$ cat src/rtl/alu32_arbiter_if.sv
`default_nettype none
// ============================================================================
// Module   : alu32_arbiter_if
// Brief    : Two-requester ALU request channels plus one tagged response channel.
// Revision : 1.0
// ============================================================================
interface alu32_arbiter_if;
    logic        req0_valid;
    logic        req0_ready;
    logic [31:0] req0_A;
    logic [31:0] req0_B;
    logic [2:0]  req0_control;

    logic        req1_valid;
    logic        req1_ready;
    logic [31:0] req1_A;
    logic [31:0] req1_B;
    logic [2:0]  req1_control;

    logic        rsp_valid;
    logic        rsp_ready;
    logic        rsp_id;
    logic [31:0] rsp_out;
    logic        rsp_overflow;
    logic        rsp_zero;
    logic        rsp_negative;

    modport master (
        output req0_valid, req0_A, req0_B, req0_control,
        input  req0_ready,
        output req1_valid, req1_A, req1_B, req1_control,
        input  req1_ready,
        input  rsp_valid, rsp_id, rsp_out, rsp_overflow, rsp_zero, rsp_negative,
        output rsp_ready
    );

    modport slave (
        input  req0_valid, req0_A, req0_B, req0_control,
        output req0_ready,
        input  req1_valid, req1_A, req1_B, req1_control,
        output req1_ready,
        output rsp_valid, rsp_id, rsp_out, rsp_overflow, rsp_zero, rsp_negative,
        input  rsp_ready
    );
endinterface
`default_nettype wire

$ cat src/rtl/alu32_arbiter.sv
`default_nettype none
// ============================================================================
// Module   : alu32_arbiter (with embedded alu32)
// Brief    : Arbitrates two requesters onto one 32-bit ALU, returns tagged results.
// Revision : 1.0
// ============================================================================
`ifndef ALU_AND
`define ALU_AND 3'b000
`define ALU_OR  3'b001
`define ALU_ADD 3'b010
`define ALU_XOR 3'b011
`define ALU_NOR 3'b100
`define ALU_SUB 3'b110
`endif

module alu32 (
    input  wire logic [31:0] i_a,
    input  wire logic [31:0] i_b,
    input  wire logic [2:0]  i_control,
    output logic      [31:0] o_out,
    output logic             o_overflow,
    output logic             o_zero,
    output logic             o_negative
);
    logic [31:0] w_sum;
    logic [31:0] w_diff;

    assign w_sum  = i_a + i_b;
    assign w_diff = i_a - i_b;

    always_comb begin
        o_out      = 32'd0;
        o_overflow = 1'b0;
        case (i_control)
            `ALU_ADD: begin
                o_out      = w_sum;
                o_overflow = (i_a[31] == i_b[31]) && (w_sum[31] != i_a[31]);
            end
            `ALU_SUB: begin
                o_out      = w_diff;
                o_overflow = (i_a[31] != i_b[31]) && (w_diff[31] != i_a[31]);
            end
            `ALU_AND: o_out = i_a & i_b;
            `ALU_OR:  o_out = i_a | i_b;
            `ALU_NOR: o_out = ~(i_a | i_b);
            `ALU_XOR: o_out = i_a ^ i_b;
            default:  o_out = 32'd0;
        endcase
    end

    assign o_zero     = (o_out == 32'd0);
    assign o_negative = o_out[31];
endmodule

module alu32_arbiter #(
    parameter bit RR_EN = 1'b1,
    parameter int CNT_W = 16
) (
    input  wire logic        clk,
    input  wire logic        reset,
    alu32_arbiter_if.slave   bus,
    output logic             busy,
    output logic [CNT_W-1:0] done0_count,
    output logic [CNT_W-1:0] done1_count
);
    typedef enum logic [1:0] {
        S_IDLE = 2'd0,
        S_EXEC = 2'd1,
        S_RESP = 2'd2
    } state_t;

    localparam logic [CNT_W-1:0] c_CNT_MAX = '1;

    state_t           r_state;
    logic             r_last_grant;
    logic             r_op_id;
    logic [31:0]      r_op_a;
    logic [31:0]      r_op_b;
    logic [2:0]       r_op_control;
    logic             r_rsp_valid;
    logic             r_rsp_id;
    logic [31:0]      r_rsp_out;
    logic             r_rsp_overflow;
    logic             r_rsp_zero;
    logic             r_rsp_negative;
    logic [CNT_W-1:0] r_done0_count;
    logic [CNT_W-1:0] r_done1_count;

    logic             w_grant_valid;
    logic             w_grant_id;
    logic [31:0]      w_alu_out;
    logic             w_alu_overflow;
    logic             w_alu_zero;
    logic             w_alu_negative;

    // Grant is only offered in IDLE; under contention round-robin favours
    // the requester that did not win last time.
    always_comb begin
        w_grant_valid = 1'b0;
        w_grant_id    = 1'b0;
        if (r_state == S_IDLE) begin
            if (bus.req0_valid && bus.req1_valid) begin
                w_grant_valid = 1'b1;
                w_grant_id    = RR_EN ? ~r_last_grant : 1'b0;
            end else if (bus.req0_valid) begin
                w_grant_valid = 1'b1;
                w_grant_id    = 1'b0;
            end else if (bus.req1_valid) begin
                w_grant_valid = 1'b1;
                w_grant_id    = 1'b1;
            end
        end
    end

    assign bus.req0_ready = w_grant_valid & ~w_grant_id;
    assign bus.req1_ready = w_grant_valid &  w_grant_id;

    alu32 u_alu32 (
        .i_a        (r_op_a),
        .i_b        (r_op_b),
        .i_control  (r_op_control),
        .o_out      (w_alu_out),
        .o_overflow (w_alu_overflow),
        .o_zero     (w_alu_zero),
        .o_negative (w_alu_negative)
    );

    always_ff @(posedge clk) begin
        if (reset) begin
            r_state        <= S_IDLE;
            r_last_grant   <= 1'b1;
            r_op_id        <= 1'b0;
            r_op_a         <= 32'd0;
            r_op_b         <= 32'd0;
            r_op_control   <= 3'd0;
            r_rsp_valid    <= 1'b0;
            r_rsp_id       <= 1'b0;
            r_rsp_out      <= 32'd0;
            r_rsp_overflow <= 1'b0;
            r_rsp_zero     <= 1'b0;
            r_rsp_negative <= 1'b0;
            r_done0_count  <= '0;
            r_done1_count  <= '0;
        end else begin
            case (r_state)
                S_IDLE: begin
                    if (w_grant_valid) begin
                        r_op_a       <= w_grant_id ? bus.req1_A       : bus.req0_A;
                        r_op_b       <= w_grant_id ? bus.req1_B       : bus.req0_B;
                        r_op_control <= w_grant_id ? bus.req1_control : bus.req0_control;
                        r_op_id      <= w_grant_id;
                        r_last_grant <= w_grant_id;
                        r_state      <= S_EXEC;
                    end
                end
                S_EXEC: begin
                    r_rsp_out      <= w_alu_out;
                    r_rsp_overflow <= w_alu_overflow;
                    r_rsp_zero     <= w_alu_zero;
                    r_rsp_negative <= w_alu_negative;
                    r_rsp_id       <= r_op_id;
                    r_rsp_valid    <= 1'b1;
                    r_state        <= S_RESP;
                end
                S_RESP: begin
                    if (bus.rsp_ready) begin
                        r_rsp_valid <= 1'b0;
                        if (!r_rsp_id && (r_done0_count != c_CNT_MAX))
                            r_done0_count <= r_done0_count + 1'b1;
                        if (r_rsp_id && (r_done1_count != c_CNT_MAX))
                            r_done1_count <= r_done1_count + 1'b1;
                        r_state <= S_IDLE;
                    end
                end
                default: r_state <= S_IDLE;
            endcase
        end
    end

    assign bus.rsp_valid    = r_rsp_valid;
    assign bus.rsp_id       = r_rsp_id;
    assign bus.rsp_out      = r_rsp_out;
    assign bus.rsp_overflow = r_rsp_overflow;
    assign bus.rsp_zero     = r_rsp_zero;
    assign bus.rsp_negative = r_rsp_negative;

    assign busy        = (r_state != S_IDLE);
    assign done0_count = r_done0_count;
    assign done1_count = r_done1_count;
endmodule
`default_nettype wire

$ cat src/flat_wrapper.sv
// flat-port wrapper written by rule: the top's interface ports become plain ports
module alu32_arbiter_flat 
#(
    parameter bit RR_EN = 1'b1,
    parameter int CNT_W = 16
)
  (clk, reset, busy, done0_count, done1_count, bus_req0_valid, bus_req0_A, bus_req0_B, bus_req0_control, bus_req0_ready, bus_req1_valid, bus_req1_A, bus_req1_B, bus_req1_control, bus_req1_ready, bus_rsp_valid, bus_rsp_id, bus_rsp_out, bus_rsp_overflow, bus_rsp_zero, bus_rsp_negative, bus_rsp_ready);
  alu32_arbiter_if bus_i ();
  input  wire logic clk;
  input  wire logic reset;
  output logic busy;
  output logic [CNT_W-1:0] done0_count;
  output logic [CNT_W-1:0] done1_count;
  input wire logic [$bits(bus_i.req0_valid)-1:0] bus_req0_valid;
  input wire logic [$bits(bus_i.req0_A)-1:0] bus_req0_A;
  input wire logic [$bits(bus_i.req0_B)-1:0] bus_req0_B;
  input wire logic [$bits(bus_i.req0_control)-1:0] bus_req0_control;
  output wire logic [$bits(bus_i.req0_ready)-1:0] bus_req0_ready;
  input wire logic [$bits(bus_i.req1_valid)-1:0] bus_req1_valid;
  input wire logic [$bits(bus_i.req1_A)-1:0] bus_req1_A;
  input wire logic [$bits(bus_i.req1_B)-1:0] bus_req1_B;
  input wire logic [$bits(bus_i.req1_control)-1:0] bus_req1_control;
  output wire logic [$bits(bus_i.req1_ready)-1:0] bus_req1_ready;
  output wire logic [$bits(bus_i.rsp_valid)-1:0] bus_rsp_valid;
  output wire logic [$bits(bus_i.rsp_id)-1:0] bus_rsp_id;
  output wire logic [$bits(bus_i.rsp_out)-1:0] bus_rsp_out;
  output wire logic [$bits(bus_i.rsp_overflow)-1:0] bus_rsp_overflow;
  output wire logic [$bits(bus_i.rsp_zero)-1:0] bus_rsp_zero;
  output wire logic [$bits(bus_i.rsp_negative)-1:0] bus_rsp_negative;
  input wire logic [$bits(bus_i.rsp_ready)-1:0] bus_rsp_ready;
  assign bus_i.req0_valid = bus_req0_valid;
  assign bus_i.req0_A = bus_req0_A;
  assign bus_i.req0_B = bus_req0_B;
  assign bus_i.req0_control = bus_req0_control;
  assign bus_req0_ready = bus_i.req0_ready;
  assign bus_i.req1_valid = bus_req1_valid;
  assign bus_i.req1_A = bus_req1_A;
  assign bus_i.req1_B = bus_req1_B;
  assign bus_i.req1_control = bus_req1_control;
  assign bus_req1_ready = bus_i.req1_ready;
  assign bus_rsp_valid = bus_i.rsp_valid;
  assign bus_rsp_id = bus_i.rsp_id;
  assign bus_rsp_out = bus_i.rsp_out;
  assign bus_rsp_overflow = bus_i.rsp_overflow;
  assign bus_rsp_zero = bus_i.rsp_zero;
  assign bus_rsp_negative = bus_i.rsp_negative;
  assign bus_i.rsp_ready = bus_rsp_ready;
  alu32_arbiter #(.RR_EN(RR_EN), .CNT_W(CNT_W)) u_core (.clk(clk), .reset(reset), .bus(bus_i), .busy(busy), .done0_count(done0_count), .done1_count(done1_count));
endmodule
$ cat config.mk
export PLATFORM = sky130hd
export DESIGN_NAME = alu32_arbiter_flat
export DESIGN_NICKNAME = d
export VERILOG_FILES = /design/src/rtl/alu32_arbiter_if.sv /design/src/rtl/alu32_arbiter.sv /design/src/flat_wrapper.sv
export SDC_FILE = /design/constraint.sdc
export NUM_CORES = 1
export LEC_CHECK = 0
export BUFFER_PORTS_ARGS = -buffer_cell sky130_fd_sc_hd__buf_4
export CORE_ASPECT_RATIO = 0.9
export CORE_MARGIN = 2
export CORE_UTILIZATION = 23
export DETAILED_ROUTE_END_ITERATION = 10
export GPL_ROUTABILITY_DRIVEN = 0
export GPL_TIMING_DRIVEN = 0
export HOLD_SLACK_MARGIN = 0.03
export PLACE_DENSITY = 0.5
export SYNTH_ARGS = -nofsm -noshare
export SYNTH_HDL_FRONTEND = slang
export SYNTH_SLANG_ARGS = --single-unit
$ cat constraint.sdc
create_clock -name clk -period 4.2 [get_ports clk]
set_input_delay 0 -clock clk [delete_from_list [all_inputs] [get_ports clk]]
set_output_delay 0 -clock clk [all_outputs]
set_load 0.01 [all_outputs]
==> metrics.md <==
| Metric | Value |
|---|---|
| Status | `finished, final reports clean` |
| Hold Vio Cnt, Final | `0` |
| Placement Rows | `76` |
| Layout cell share with drive strength beyond 1 | `17.1%` |
| Worst Path Max Fanout | `10` |
| Clk root buf | `clkbuf_16` |
| Measured slew at the worst slew-check pin | `1200 ps` |
| Max_cap viols | `0` |
| Synth Register Bits | `139` |
| DP Wirelength | `40.0 mm` |
| Port bufs | `209` |
| Die area | `50200 sq um` |
| Worst R2R Setup Slack | `120 ps` |
| Bufs on Longest Clock Path | `2` |
| Ant. Diodes | `0` |
| H-tree depth | `4` |
| CP max stage cell | `clkbuf_1` |
| DIE WIDTH | `236 microns` |
| Starting DRT DRC Count | `1247` |
| Global-route wire length before repair | `78.0 mm` |
| Final period utilization | `97.2%` |
| Period minus WS final | `4080 ps` |
| Worst path max stage delay | `620 ps` |
| Total routed wirelength | `52.4 mm` |
| Finished Cell Area | `15700 sq um` |
| Final std cells w/o fill | `2505` |
| Crit path to | `u_core.bus.rsp_zero$_SDFFE_PP0P_` |
| Type of the most critical hold path | `in2reg` |
| Synth cell types | `82` |
| Die Y | `213 microns` |
| Post-synth EDFFs | `0` |
| WP data arrival | `4510 ps` |
| Largest net degree at the start of global routing | `17` |
| Worst R2R End | `u_core.bus.rsp_zero$_SDFFE_PP0P_` |
| Leakage | `6.50 nW` |
| IO Pins | `211` |
| Mapped Cells | `1503` |
| RR Startpoint | `u_core.r_op_control[1]$_SDFFE_PP0P_` |
| CTS tree | `done` |
| Vias in the first global route | `13000` |
| FILL cells | `5125` |
| RSZ-0062 raised after global routing | `true` |
| Clock latency on the worst-skew pair | `490 ps` |
| Worst Clk Skew | `19.0 ps` |
| Cts bufs inserted | `17` |
| Final setup viols | `0` |
| Synth top area share | `25.0%` |
| Final layout net count | `2115` |
| Main synth FF type | `dfxtp_1` |
| Relative slew slack | `19.9%` |
| Final ANT Viol Nets | `0` |
| P per Cell Area | `363 nW/um^2` |
| All-Layer GR Usage | `20.7%` |
| Syn Nets | `1750` |
| Via count | `13200` |
| Wire length per cell | `20.9 microns` |
| Maximum vdd drop | `351 uV` |
| Mapped Area | `11100 sq um` |
| Ranking of synthesized cells by area | `dfxtp_1 (25%), ha_1 (12%), a21oi_1 (7.6%)` |
| First-pass DRT Iterations | `5` |
| Max-slew violations | `0` |
| CP Class | `reg2reg` |
| Area of the multi-input gates | `7710 sq um` |
| CP Launch Type | `register` |
| GRT overflow | `0` |
| DP Area | `13500 sq um` |
| Worst-path cell chain | `nor2b_1 -> clkbuf_1 -> nand2_1 -> clkbuf_1 -> nor4_1 -> nor3_1 -> nand4_1 -> nor4_2 -> nand4_1 -> nor4bb_4 -> and4b_1 -> a41o_1` |
| Async S/R FF share, synth | `0%` |
| Area leader, netlist | `dfxtp_1` |
| Setup crit end kind | `register` |
| Post-layout util | `32.7%` |
| Sequential share of the synthesized area | `25.0%` |
| CP startpoint | `u_core.r_op_control[1]$_SDFFE_PP0P_` |
| Average size of a mapped cell | `7.42 sq um` |
| Placeable core area | `47800 sq um` |
| Initial antenna violation count | `0` |
| Worst reg2reg path depth | `12` |
| FF/Latch Area | `2790 sq um` |
| Effective utilization at floorplan | `23.3%` |
| Dpl ws | `-142 ps` |
| Clk sinks | `139` |
| Drt via density | `5.28` |
| Remaining DRCs | `0` |
| Synthesis Warnings | `0` |
| Area Growth Syn to Fin | `40.4%` |
| # placed instances | `2337` |
| Critical path required time | `4630 ps` |
| Fmax | `0.245 GHz` |
| Worst setup margin | `120 ps` |
| Reg clk slew, reported paths | `70 ps` |
[final cells by class]
type | count | share of cell area [%]
clock inverters | 12 | 0.959
plain buffers | 97 | 2.59
flip-flops and latches | 139 | 17.8
clock buffers | 20 | 2.92
inverters | 110 | 2.64
repair buffers | 346 | 18.8
well taps | 624 | 4.99
multi-input cells | 1157 | 49.3
[per-layer routing]
layer / wire length [microns] / global-route usage [%] / vias to the layer above
li1: - / - / 6173
met1: 23200 / 26.9 / 6326
met2: 22900 / 32.3 / 604
met3: 4070 / 4.82 / 129
met4: 2320 / 10.0 / 0
met5: 0 / 0 / -
[synthesized netlist by cell type (32+ instances only)]
| master | instances |
|---|---|
| dfxtp_1 | 139 |
| nand4_1 | 32 |
| o21ai_0 | 57 |
| nand3_1 | 37 |
| a21oi_1 | 169 |
| nor2_1 | 139 |
| nor3_1 | 36 |
| clkbuf_1 | 70 |
| ha_1 | 106 |
| inv_1 | 107 |
| a22oi_1 | 82 |
| nand2_1 | 150 |
[cells by family (layout without fill, tap and decap cells)]
| group | count (synthesis) | count (layout) | synth area share (%) |
|---|---|---|---|
| AOI/OAI and AO/OA | 498 | 498 | 29.6 |
| xor gates and xnor gates | 30 | 30 | 2.36 |
| adders and majority gates | 108 | 108 | 12.3 |
| buffers and inverters | 207 | 585 | 7.32 |
| DFF | 139 | 139 | 25.0 |
| muxes | 30 | 30 | 2.84 |
| and+or+nand+nor | 491 | 491 | 20.7 |
[per-stage QoR]
step | setup TNS [ps] | power (mW) | hold slack, ps
6_report | 0 | 5.68 | 319
5_1_grt | 0 | 6.00 | 319
4_1_cts | 0 | 5.62 | 278
3_5_place_dp | -142 | 3.79 | 259
3_3_place_gp | -119 | 3.77 | 259
2_1_floorplan | 0 | 2.96 | 140
[what timing repair did]
action | CTS | global route
setup buffers | 0 | 0
setup endpoints to repair | 1 | 10
hold endpoints to repair | 69 | 0
pin swaps | 0 | 8
hold buffers | 136 | 0
resized for setup | 5 | 32
[worst min path at each step]
stage                         from  depth (start not counted)  slack [ps]                        endpoint
floorplan            bus_req0_A[0]                          2         140   u_core.r_op_a[0]$_SDFFE_PP0P_
global placement    bus_req0_A[18]                          3         260  u_core.r_op_a[18]$_SDFFE_PP0P_
detailed placement  bus_req0_A[10]                          3         260  u_core.r_op_a[10]$_SDFFE_PP0P_
CTS                 bus_req0_A[28]                          4         280  u_core.r_op_a[28]$_SDFFE_PP0P_
global route         bus_req0_B[0]                          4         320   u_core.r_op_b[0]$_SDFFE_PP0P_
finish              bus_req0_A[28]                          4         320  u_core.r_op_a[28]$_SDFFE_PP0P_
[sequential cells by signal, summed over array words and instances (netlist names), 2 cells and up]
| name | count |
|---|---|
| u_core.r_op_a | 32 |
| u_core.r_op_b | 32 |
| u_core.bus.rsp_out | 31 |
| u_core.done0_count | 16 |
| u_core.done1_count | 16 |
| u_core.r_op_control | 3 |
| u_core.r_state | 2 |
[worst max-delay path: cells and delay by family, from the launching register on]
kind / cells / cell delay, ps
AND/OR/NAND/NOR: 9 / 2590
buffers and inverters: 2 / 880
flip-flops: 1 / 370
AO/OA/AOI/OAI: 1 / 170
[where the power goes]
group          total (mW)  internal (mW)  switching, mW  leakage [nW]
registers            1.55           1.43          0.122          1.14
clock network        1.64          0.924          0.720         0.298
logic                2.49          0.940           1.55          5.07
total                5.68           3.29           2.39          6.50
[cell usage in the layout (no fill, tap or decap), types with 21 or more instances in the layout]
cell type	instances
buf_4	211
clkbuf_1	69
a22oi_1	82
dlygate4sd3_1	136
inv_1	107
a21oi_1	163
ha_1	105
nor3_1	35
nand4_1	32
nor2_1	138
o21ai_0	56
nand3_1	36
buf_2	25
dfxtp_1	137
mux2i_1	26
a211oi_1	21
nand2_1	150
(Power assumes the default switching activity.)
